`src/rtl/spmv_pkg.sv`:
```
// Shared types and default widths for the SpMV row datapath.
// Used by spmv_row_ctrl and by the downstream result writer.
package spmv_pkg;

    localparam int SPMV_DATA_WIDTH    = 32;
    localparam int SPMV_ROW_LEN_WIDTH = 16;
    localparam int SPMV_ROW_IDX_WIDTH = 32;

    typedef enum logic [2:0] {
        IDLE   = 3'd0,
        CLEAR  = 3'd1,
        FEED   = 3'd2,
        DRAIN  = 3'd3,
        RESULT = 3'd4
    } row_ctrl_state_e;

    typedef struct packed {
        logic [SPMV_ROW_IDX_WIDTH-1:0]  row;
        logic [2*SPMV_DATA_WIDTH-1:0]   data;
    } spmv_result_t;

endpackage

```
`src/rtl/spmv_row_ctrl.sv`:
```
// SpMV row sequencer: clears the MAC, streams one row of operands into it and
// emits the accumulated result tagged with its row index. Optional perf
// counters are built when SPMV_ROW_CTRL_PERF_EN is defined.
module spmv_row_ctrl
    import spmv_pkg::*;
#(
    parameter int DATA_WIDTH    = SPMV_DATA_WIDTH,
    parameter int ROW_LEN_WIDTH = SPMV_ROW_LEN_WIDTH,
    parameter int ROW_IDX_WIDTH = SPMV_ROW_IDX_WIDTH
) (
    input  logic                       clk,
    input  logic                       rst,
    input  logic [ROW_LEN_WIDTH-1:0]   row_len,
    input  logic                       row_valid,
    output logic                       row_ready,
    input  logic [2*DATA_WIDTH-1:0]    elem_val,
    input  logic [DATA_WIDTH-1:0]      elem_x,
    input  logic                       elem_valid,
    output logic                       elem_ready,
    output logic [2*DATA_WIDTH-1:0]    mac_val,
    output logic [DATA_WIDTH-1:0]      mac_mult,
    output logic                       mac_in_valid,
    input  logic                       mac_in_ready,
    output logic                       mac_reset,
    input  logic                       mac_done,
    input  logic [2*DATA_WIDTH-1:0]    mac_acc,
    input  logic                       mac_valid,
    output logic                       mac_ready,
    output logic [2*DATA_WIDTH-1:0]    res_data,
    output logic [ROW_IDX_WIDTH-1:0]   res_row,
    output logic                       res_valid,
    input  logic                       res_ready,
`ifdef SPMV_ROW_CTRL_PERF_EN
    output logic [31:0]                perf_rows,
    output logic [31:0]                perf_stall,
`endif
    output logic [2:0]                 dbg_state
);

    // Every handshake here is valid/ready: a transfer happens on a rising clk
    // edge where both are high; the source holds its payload until then.

    localparam int OUT_W = ROW_LEN_WIDTH + 1;
    localparam logic [ROW_LEN_WIDTH-1:0] LEN_ZERO = '0;
    localparam logic [ROW_LEN_WIDTH-1:0] LEN_ONE  = {{(ROW_LEN_WIDTH-1){1'b0}}, 1'b1};
    localparam logic [OUT_W-1:0]         OUT_ONE  = {{(OUT_W-1){1'b0}}, 1'b1};
    localparam logic [ROW_IDX_WIDTH-1:0] ROW_ONE  = {{(ROW_IDX_WIDTH-1){1'b0}}, 1'b1};

    row_ctrl_state_e              state_q;
    logic [ROW_LEN_WIDTH-1:0]     remaining_q;
    logic [OUT_W-1:0]             outstanding_q;
    logic [OUT_W-1:0]             outstanding_d;
    logic [2*DATA_WIDTH-1:0]      res_data_q;
    logic [ROW_IDX_WIDTH-1:0]     res_row_q;
    logic                         row_ready_q;
    logic                         mac_reset_q;
    logic                         res_valid_q;

    logic in_feed;
    logic op_hs;
    logic done_hs;
    logic drain_hs;

    assign in_feed      = (state_q == FEED);
    assign mac_in_valid = in_feed && elem_valid;
    assign elem_ready   = in_feed && mac_in_ready;
    assign mac_val      = elem_val;
    assign mac_mult     = elem_x;
    assign op_hs        = in_feed && elem_valid && mac_in_ready;
    assign done_hs      = mac_done && (state_q == FEED || state_q == DRAIN);
    // The result is only taken once every issued operand has been acknowledged.
    assign mac_ready    = (state_q == DRAIN) && (outstanding_q == '0);
    assign drain_hs     = mac_ready && mac_valid;

    assign row_ready = row_ready_q;
    assign mac_reset = mac_reset_q;
    assign res_valid = res_valid_q;
    assign res_data  = res_data_q;
    assign res_row   = res_row_q;
    assign dbg_state = state_q;

    always_comb begin
        outstanding_d = outstanding_q;
        if (op_hs && !done_hs) begin
            outstanding_d = outstanding_q + OUT_ONE;
        end else if (done_hs && !op_hs && outstanding_q != '0) begin
            outstanding_d = outstanding_q - OUT_ONE;
        end
    end

    always_ff @(posedge clk or posedge rst) begin
        if (rst) begin
            state_q       <= IDLE;
            remaining_q   <= '0;
            outstanding_q <= '0;
            res_data_q    <= '0;
            res_row_q     <= '0;
            row_ready_q   <= 1'b1;
            mac_reset_q   <= 1'b0;
            res_valid_q   <= 1'b0;
        end else begin
            mac_reset_q   <= 1'b0;
            outstanding_q <= outstanding_d;
            case (state_q)
                IDLE: begin
                    if (row_valid) begin
                        remaining_q <= row_len;
                        row_ready_q <= 1'b0;
                        if (row_len == LEN_ZERO) begin
                            res_data_q  <= '0;
                            res_valid_q <= 1'b1;
                            state_q     <= RESULT;
                        end else begin
                            mac_reset_q <= 1'b1;
                            state_q     <= CLEAR;
                        end
                    end
                end
                CLEAR: begin
                    if (mac_done) begin
                        state_q <= FEED;
                    end
                end
                FEED: begin
                    if (op_hs) begin
                        remaining_q <= remaining_q - LEN_ONE;
                        if (remaining_q == LEN_ONE) begin
                            state_q <= DRAIN;
                        end
                    end
                end
                DRAIN: begin
                    if (drain_hs) begin
                        res_data_q  <= mac_acc;
                        res_valid_q <= 1'b1;
                        state_q     <= RESULT;
                    end
                end
                RESULT: begin
                    if (res_ready) begin
                        res_valid_q <= 1'b0;
                        row_ready_q <= 1'b1;
                        res_row_q   <= res_row_q + ROW_ONE;
                        state_q     <= IDLE;
                    end
                end
                default: begin
                    state_q <= IDLE;
                end
            endcase
        end
    end

`ifdef SPMV_ROW_CTRL_PERF_EN
    logic [31:0] perf_rows_q;
    logic [31:0] perf_stall_q;

    always_ff @(posedge clk or posedge rst) begin
        if (rst) begin
            perf_rows_q  <= '0;
            perf_stall_q <= '0;
        end else begin
            if (state_q == RESULT && res_ready && perf_rows_q != '1) begin
                perf_rows_q <= perf_rows_q + 32'd1;
            end
            if (in_feed && elem_valid && !mac_in_ready && perf_stall_q != '1) begin
                perf_stall_q <= perf_stall_q + 32'd1;
            end
        end
    end

    assign perf_rows  = perf_rows_q;
    assign perf_stall = perf_stall_q;
`endif

endmodule

```
`config.mk`:
```
export PLATFORM = sky130hd
export DESIGN_NAME = spmv_row_ctrl
export DESIGN_NICKNAME = d
export VERILOG_FILES = /design/src/rtl/spmv_pkg.sv /design/src/rtl/spmv_row_ctrl.sv
export SDC_FILE = /design/constraint.sdc
export NUM_CORES = 1
export LEC_CHECK = 0
export BUFFER_PORTS_ARGS = -buffer_cell sky130_fd_sc_hd__buf_2
export CORE_ASPECT_RATIO = 2
export CORE_UTILIZATION = 27
export CTS_BUF_LIST = sky130_fd_sc_hd__clkbuf_4 sky130_fd_sc_hd__clkbuf_8
export CTS_CLUSTER_DIAMETER = 40
export DETAILED_ROUTE_END_ITERATION = 8
export HOLD_SLACK_MARGIN = 0.02
export PLACE_DENSITY_LB_ADDON = 0.15
export SLEW_MARGIN = 5
export SYNTH_ARGS = -nofsm -noshare
export SYNTH_HDL_FRONTEND = slang
export SYNTH_SLANG_ARGS = --single-unit
```
`constraint.sdc`:
```
create_clock -name clk -period 6 [get_ports clk]
set_input_delay 0 -clock clk [delete_from_list [all_inputs] [get_ports clk]]
set_output_delay 0 -clock clk [all_outputs]
set_load 0.05 [all_outputs]
```
# ---- Yosys cells after proc, flatten, opt, wreduce, memory -nomap -nowiden
# Index checks and enable logic that the tools add are counted.
dict set report word_totals {
  regBits 135
  in_bits 184
  word_cells 79
}
dict set report op_classes {
  add_sub_neg 4
  n_eq_ne 12
  muxes 28
  reduce_logical 27
}
# op n
set ops {}
lappend ops {{two-way mux 64 bit} 3}
lappend ops {{one-hot mux 64 bit (2 select lines)} 1}
lappend ops {{two-way mux 17 bit} 2}
lappend ops {{adder 32 x 1 -> 32 bit (second input constant)} 1}
lappend ops {{two-way mux 16 bit} 2}
lappend ops {{one-hot mux 16 bit (2 select lines)} 1}
lappend ops {{two-way mux 3 bit} 7}
lappend ops {{adder 17 x 1 -> 17 bit (second input constant)} 1}
lappend ops {{zero test 17 bit} 1}
lappend ops {{nonzero test 17 bit} 1}
lappend ops {{subtractor 17 x 1 -> 17 bit (second input constant)} 1}
lappend ops {{equality test 16 x 1 -> 1 bit (second input constant)} 1}
lappend ops {{zero test 16 bit} 1}
lappend ops {{subtractor 16 x 1 -> 16 bit (second input constant)} 1}
lappend ops {{one-hot mux 3 bit (5 select lines)} 1}
lappend ops {{inequality test 2 bit (second input constant)} 5}
lappend ops {{logical AND 1 bit} 9}
lappend ops {{two-way mux 1 bit} 9}
lappend ops {{nonzero test 2 bit} 4}
lappend ops {{equality test 3 x 2 -> 1 bit (second input constant)} 2}
lappend ops {{AND reduction 3 bit} 2}
lappend ops {{AND reduction 6 bit} 1}
lappend ops {{AND reduction 5 bit} 1}
lappend ops {{inequality test 2 x 1 -> 1 bit (second input constant)} 2}
lappend ops {{other kinds (10)} 11}

# ---- Depth between registers and ports, before layout
dict set report depth {
  word_depth 8
  depth_mapped 12
  depth_no_buf 10
}

# ---- Least setup slack after synthesis
# OpenSTA, ideal clock, no wires.
dict set report synth_path {
  path_kind {register to register}
  startpoint {reg state_q[1], in the netlist dbg_state[1]}
  endpoint {reg outstanding_q[14]}
  setup_ps 120
  arrival_ps 3590
  t_required_ps 5880
  setup_slack_ps 2290
  stages_incl_launch_ff 13
  n_path_buf 2
  path_cell_list {dfrtp_1 > buf_6 > or3b_1 > clkbuf_1 > a211oi_2 > inv_1 > ha_1 > a21oi_1 > a21oi_1 > nor4_1 > nor3_1 > or3_1 > a31o_2}
}
dict set report synth_via {
  elab_chain_len 7
  elab_cells_between_ends 13
  classes_between {eq/ne (2); mux (1); reduce/logical (10)}
}
# item line_no
set synth_rtl {}
lappend synth_rtl {{from (decl)} spmv_row_ctrl.sv:49} ;# row_ctrl_state_e state_q;
lappend synth_rtl {{from (signal assigned)} spmv_row_ctrl.sv:93} ;# state_q <= IDLE;
lappend synth_rtl {{from (signal assigned)} spmv_row_ctrl.sv:112} ;# state_q <= RESULT;
lappend synth_rtl {{from (signal assigned)} spmv_row_ctrl.sv:115} ;# state_q <= CLEAR;
lappend synth_rtl {{equality test 3 x 2 -> 1 bit} {spmv_row_ctrl.sv:64, spmv_row_ctrl.sv:70}}
lappend synth_rtl {{logical AND 1 bit (2 in series)} spmv_row_ctrl.sv:69} ;# assign op_hs = in_feed && elem_valid && mac_in_ready;
lappend synth_rtl {{zero test 1 bit} spmv_row_ctrl.sv:86} ;# end else if (done_hs && !op_hs && outstanding_q != '0) begin
lappend synth_rtl {{logical AND 1 bit (2 in series)} spmv_row_ctrl.sv:86}
lappend synth_rtl {{nonzero test 2 bit (no source line)} --}
lappend synth_rtl {{to (signal assigned)} spmv_row_ctrl.sv:103} ;# outstanding_q <= outstanding_d;
lappend synth_rtl {{to (decl)} spmv_row_ctrl.sv:51} ;# logic [OUT_W-1:0] outstanding_q;
# Several ways; a longest one is shown, not always the timed one.
# A chain may end at the register's enable or synchronous reset.

# ---- Worst setup path after layout
dict set report layout_path {
  startpoint {reg state_q[1], in the netlist dbg_state[1]}
  endpoint {reg outstanding_q[11]}
}
# Same word-level chain as after synthesis.

==> flow_summary.toml <==
[detailed_routing]
ant_nets = 0
first_iter_violations = 279
drtPass1Iterations = 4
wl_per_cell_um = 17.3
drc = 0
routed_wl_um = 23100
via_per_inst = 4.76
vias = 6361

[flow_run]
max-cap-violations = 0

[timing]
post-route-period-util_pct = 78.9
maxSlewViolCount = 0
grt_setup_unrepaired = "no"
clock-skew-final_ns = 0.0146
setup_viol = 0
fin_tns_setup_ns = 0
post-route-min-period_ns = 4.73
finalHoldViolCount = 0
fmax_mhz = 211
worst_pin_slew_ns = 1.12
hold-worst-slack_ns = 0.0657
slew_headroom_pct = 25.4

[clock_tree]
cts.sinks = 135
clockRootBuffer = "clkbuf_8"
numCtsBuffers = 17
htree_levels = 4
cts_tree = "yes"
clk_latency_ns = 0.48
clockBufferDepth = 2
clk_pin_slew_ns = 0.08

[yosys]
avgSynthCellArea_um2 = 10.2
yosys.area_share.simple_pct = 12.7
synthCells = 704
ys_ff_latch = 135
synth_edf_count = 0
synth-compound-area-share_pct = 18.3
async_reset_ff_share_pct = 100
synthMuxAreaShare_pct = 0.295
synth_warnings = 0
synth_xor_area_share_pct = 5.60
synth_ff_type = "dfrtp_1"
synth_top_family_by_area = "compound AO/OA/AOI/OAI gates"
synth.cell_area_um2 = 7200
yosys.area.top_type = "dfrtp_1"
synth_top_area_share_pct = 46.6
synthTopCellsByArea = "dfrtp_1 (47%), buf_4 (10%), a22o_1 (7.8%)"
synth.distinct_cells = 61
syn_nets = 908
seq_area_frac_synth_pct = 46.9
synth_fa_ha_area_share_pct = 3.58

[placed_design]
gp_routability_congestion = 0.808
dpl.hpwl_um = 15900
io_buffers = 192
placed_area_um2 = 7790

[die]
die-height_um = 233
die_x_um = 117
io-pin-count = 385
placementRows = 84
die_area_um2 = 27400
fp.coreArea_um2 = 26300
start_util_pct = 27.4

[power_and_ir_drop]
irDropWorstVdd_mv = 0.215
p_int_mw = 1.99
combPwrFrac_pct = 42.0
swShare_pct = 42.7
leakage_nw = 4.76
pwr-share-clk_pct = 22.9
power_frac_seq_pct = 35.2
p_sw_mw = 1.49
cellPowerDensity_nw_per_um2 = 347

[setup_path]
cp-start-kind = "flip-flop"
required_ns = 6.31
endpoint_kind = "flip-flop"
crit_fanout = 23
arrival_ns = 5.04
path_class = "flip-flop to flip-flop"

[finish]
stdcell_area_um2 = 10000
drive_gt1_share_pct = 25.0
final_common_cell = "buf_2"
fin_util_pct = 38.1
final_cell_mix = "buf_2 (192), dlygate4sd3_1 (182), dfrtp_1 (134)"
nNetsFinal = 1180
nFillCells = 2563
syn2layout_area_growth_pct = 39.2

[global_route]
overflow = 0
grt_first_pass_wirelength_um = 34900
antenna_found_initial = 2
grt_max_degree = 72
grt_use_total_pct = 16.8
grt_pass1_vias = 6407

[worst_hold_path]
holdCritPathClass = "input port to flip-flop"

[run_status]
status = "finished, final reports clean"
==> cells in the mapped netlist (4+ instances only) <==
library cell and n:
a31oi_1 10, nand2b_1 5, buf_1 6, nor2_1 67
o22a_1 13, a22o_1 64, inv_1 14, nor3_1 17
ha_1 19, nand2_1 32, nor4_1 9, buf_4 97
xnor2_1 25, a21oi_1 42, clkbuf_1 15, and3_1 5
o21ai_0 16, o21ba_2 4, dfrtp_1 134, nand3_1 8
a211oi_1 5, xor2_1 21, or3_1 6, nand4_1 13
buf_2 5
==> power groups by stage <==
stage | clock network, mW | registers [mW] | logic [mW]
after floorplan | 0 | 1.24 | 1.07
after global routing | 0.873 | 1.25 | 1.62
final | 0.795 | 1.22 | 1.46
after global placement | 0 | 1.24 | 1.25
after CTS | 0.832 | 1.23 | 1.48
after detailed placement | 0 | 1.24 | 1.25
==> state kept, by name, summed over array words and instances, names as in the netlist <==
signal,cells
res_data,64
res_row,32
outstanding_q,17
remaining_q,16
dbg_state,3
mac_reset,1
res_valid,1
row_ready,1
==> per-layer routing <==
layer,global-route usage [%],vias up,wire length (µm)
li1,-,2979,-
met1,15.7,3034,7840
met2,34.0,317,13500
met3,3.87,31,1160
met4,7.17,0,608
met5,0,-,0
==> layout make-up <==
cell class                 count  area [µm²]  share of cell area (%)
antenna                        2        5.00                  0.0499
clock buffer                  20         269                    2.68
clock inverter                12         140                    1.40
inverter                      14        57.6                   0.574
multi-input combinational    430        2930                    29.2
sequential                   135        3380                    33.7
tap                          344         430                    4.29
timing repair buffer         378        2810                    28.1
==> timing repair <==
action,4_1_cts,5_1_grt
buffers inserted,0,0
hold buffers,182,0
hold endpoints to repair,251,0
gates resized for setup,0,0
==> through the flow <==
step                worst slack, ns  power [mW]  instances
global route                  0.803        3.74       1335
global placement               1.27        2.49       1119
finish                         1.27        3.48       1335
CTS                            1.25        3.54       1333
floorplan                      2.29        2.31        704
detailed placement             1.27        2.49       1119
==> cells by family (layout without fill, tap and decap cells) <==
family,Yosys count,in the layout
simple gates,182,182
compound gates,180,180
buf+inv,139,424
flops,135,135
xor+xnor,46,46
fa+ha+maj,20,20
mux,2,2
other cells,0,2
==> final timing paths <==
| kind | to | slack [ns] | cells past startpoint | startpoint |
|---|---|---|---|---|
| min in group asynchronous | res_row[13] | 0.21 | 3 | rst |
| setup / recovery | outstanding_q[11] | 1.27 | 10 | dbg_state[1] |
| setup reg to reg | outstanding_q[11] | 1.27 | 10 | dbg_state[1] |
| hold reg to reg | res_row[31] | 0.47 | 1 | res_row[31] |
| hold / removal | res_valid | 0.07 | 4 | mac_valid |
| max in group asynchronous | res_data[11] | 4.47 | 4 | rst |
==> worst max-delay path, cell delays in order (launching register included) <==
cell and delay (ns):
dfrtp_1 0.84, or3b_1 0.76, a211oi_2 0.45, inv_1 0.39, ha_1 0.49, a21oi_1 0.26, o211ai_1 0.15, a221oi_1 0.73
o21ai_0 0.24, xnor2_1 0.18, a21oi_1 0.08
Power figures use the tool's default switching activity.
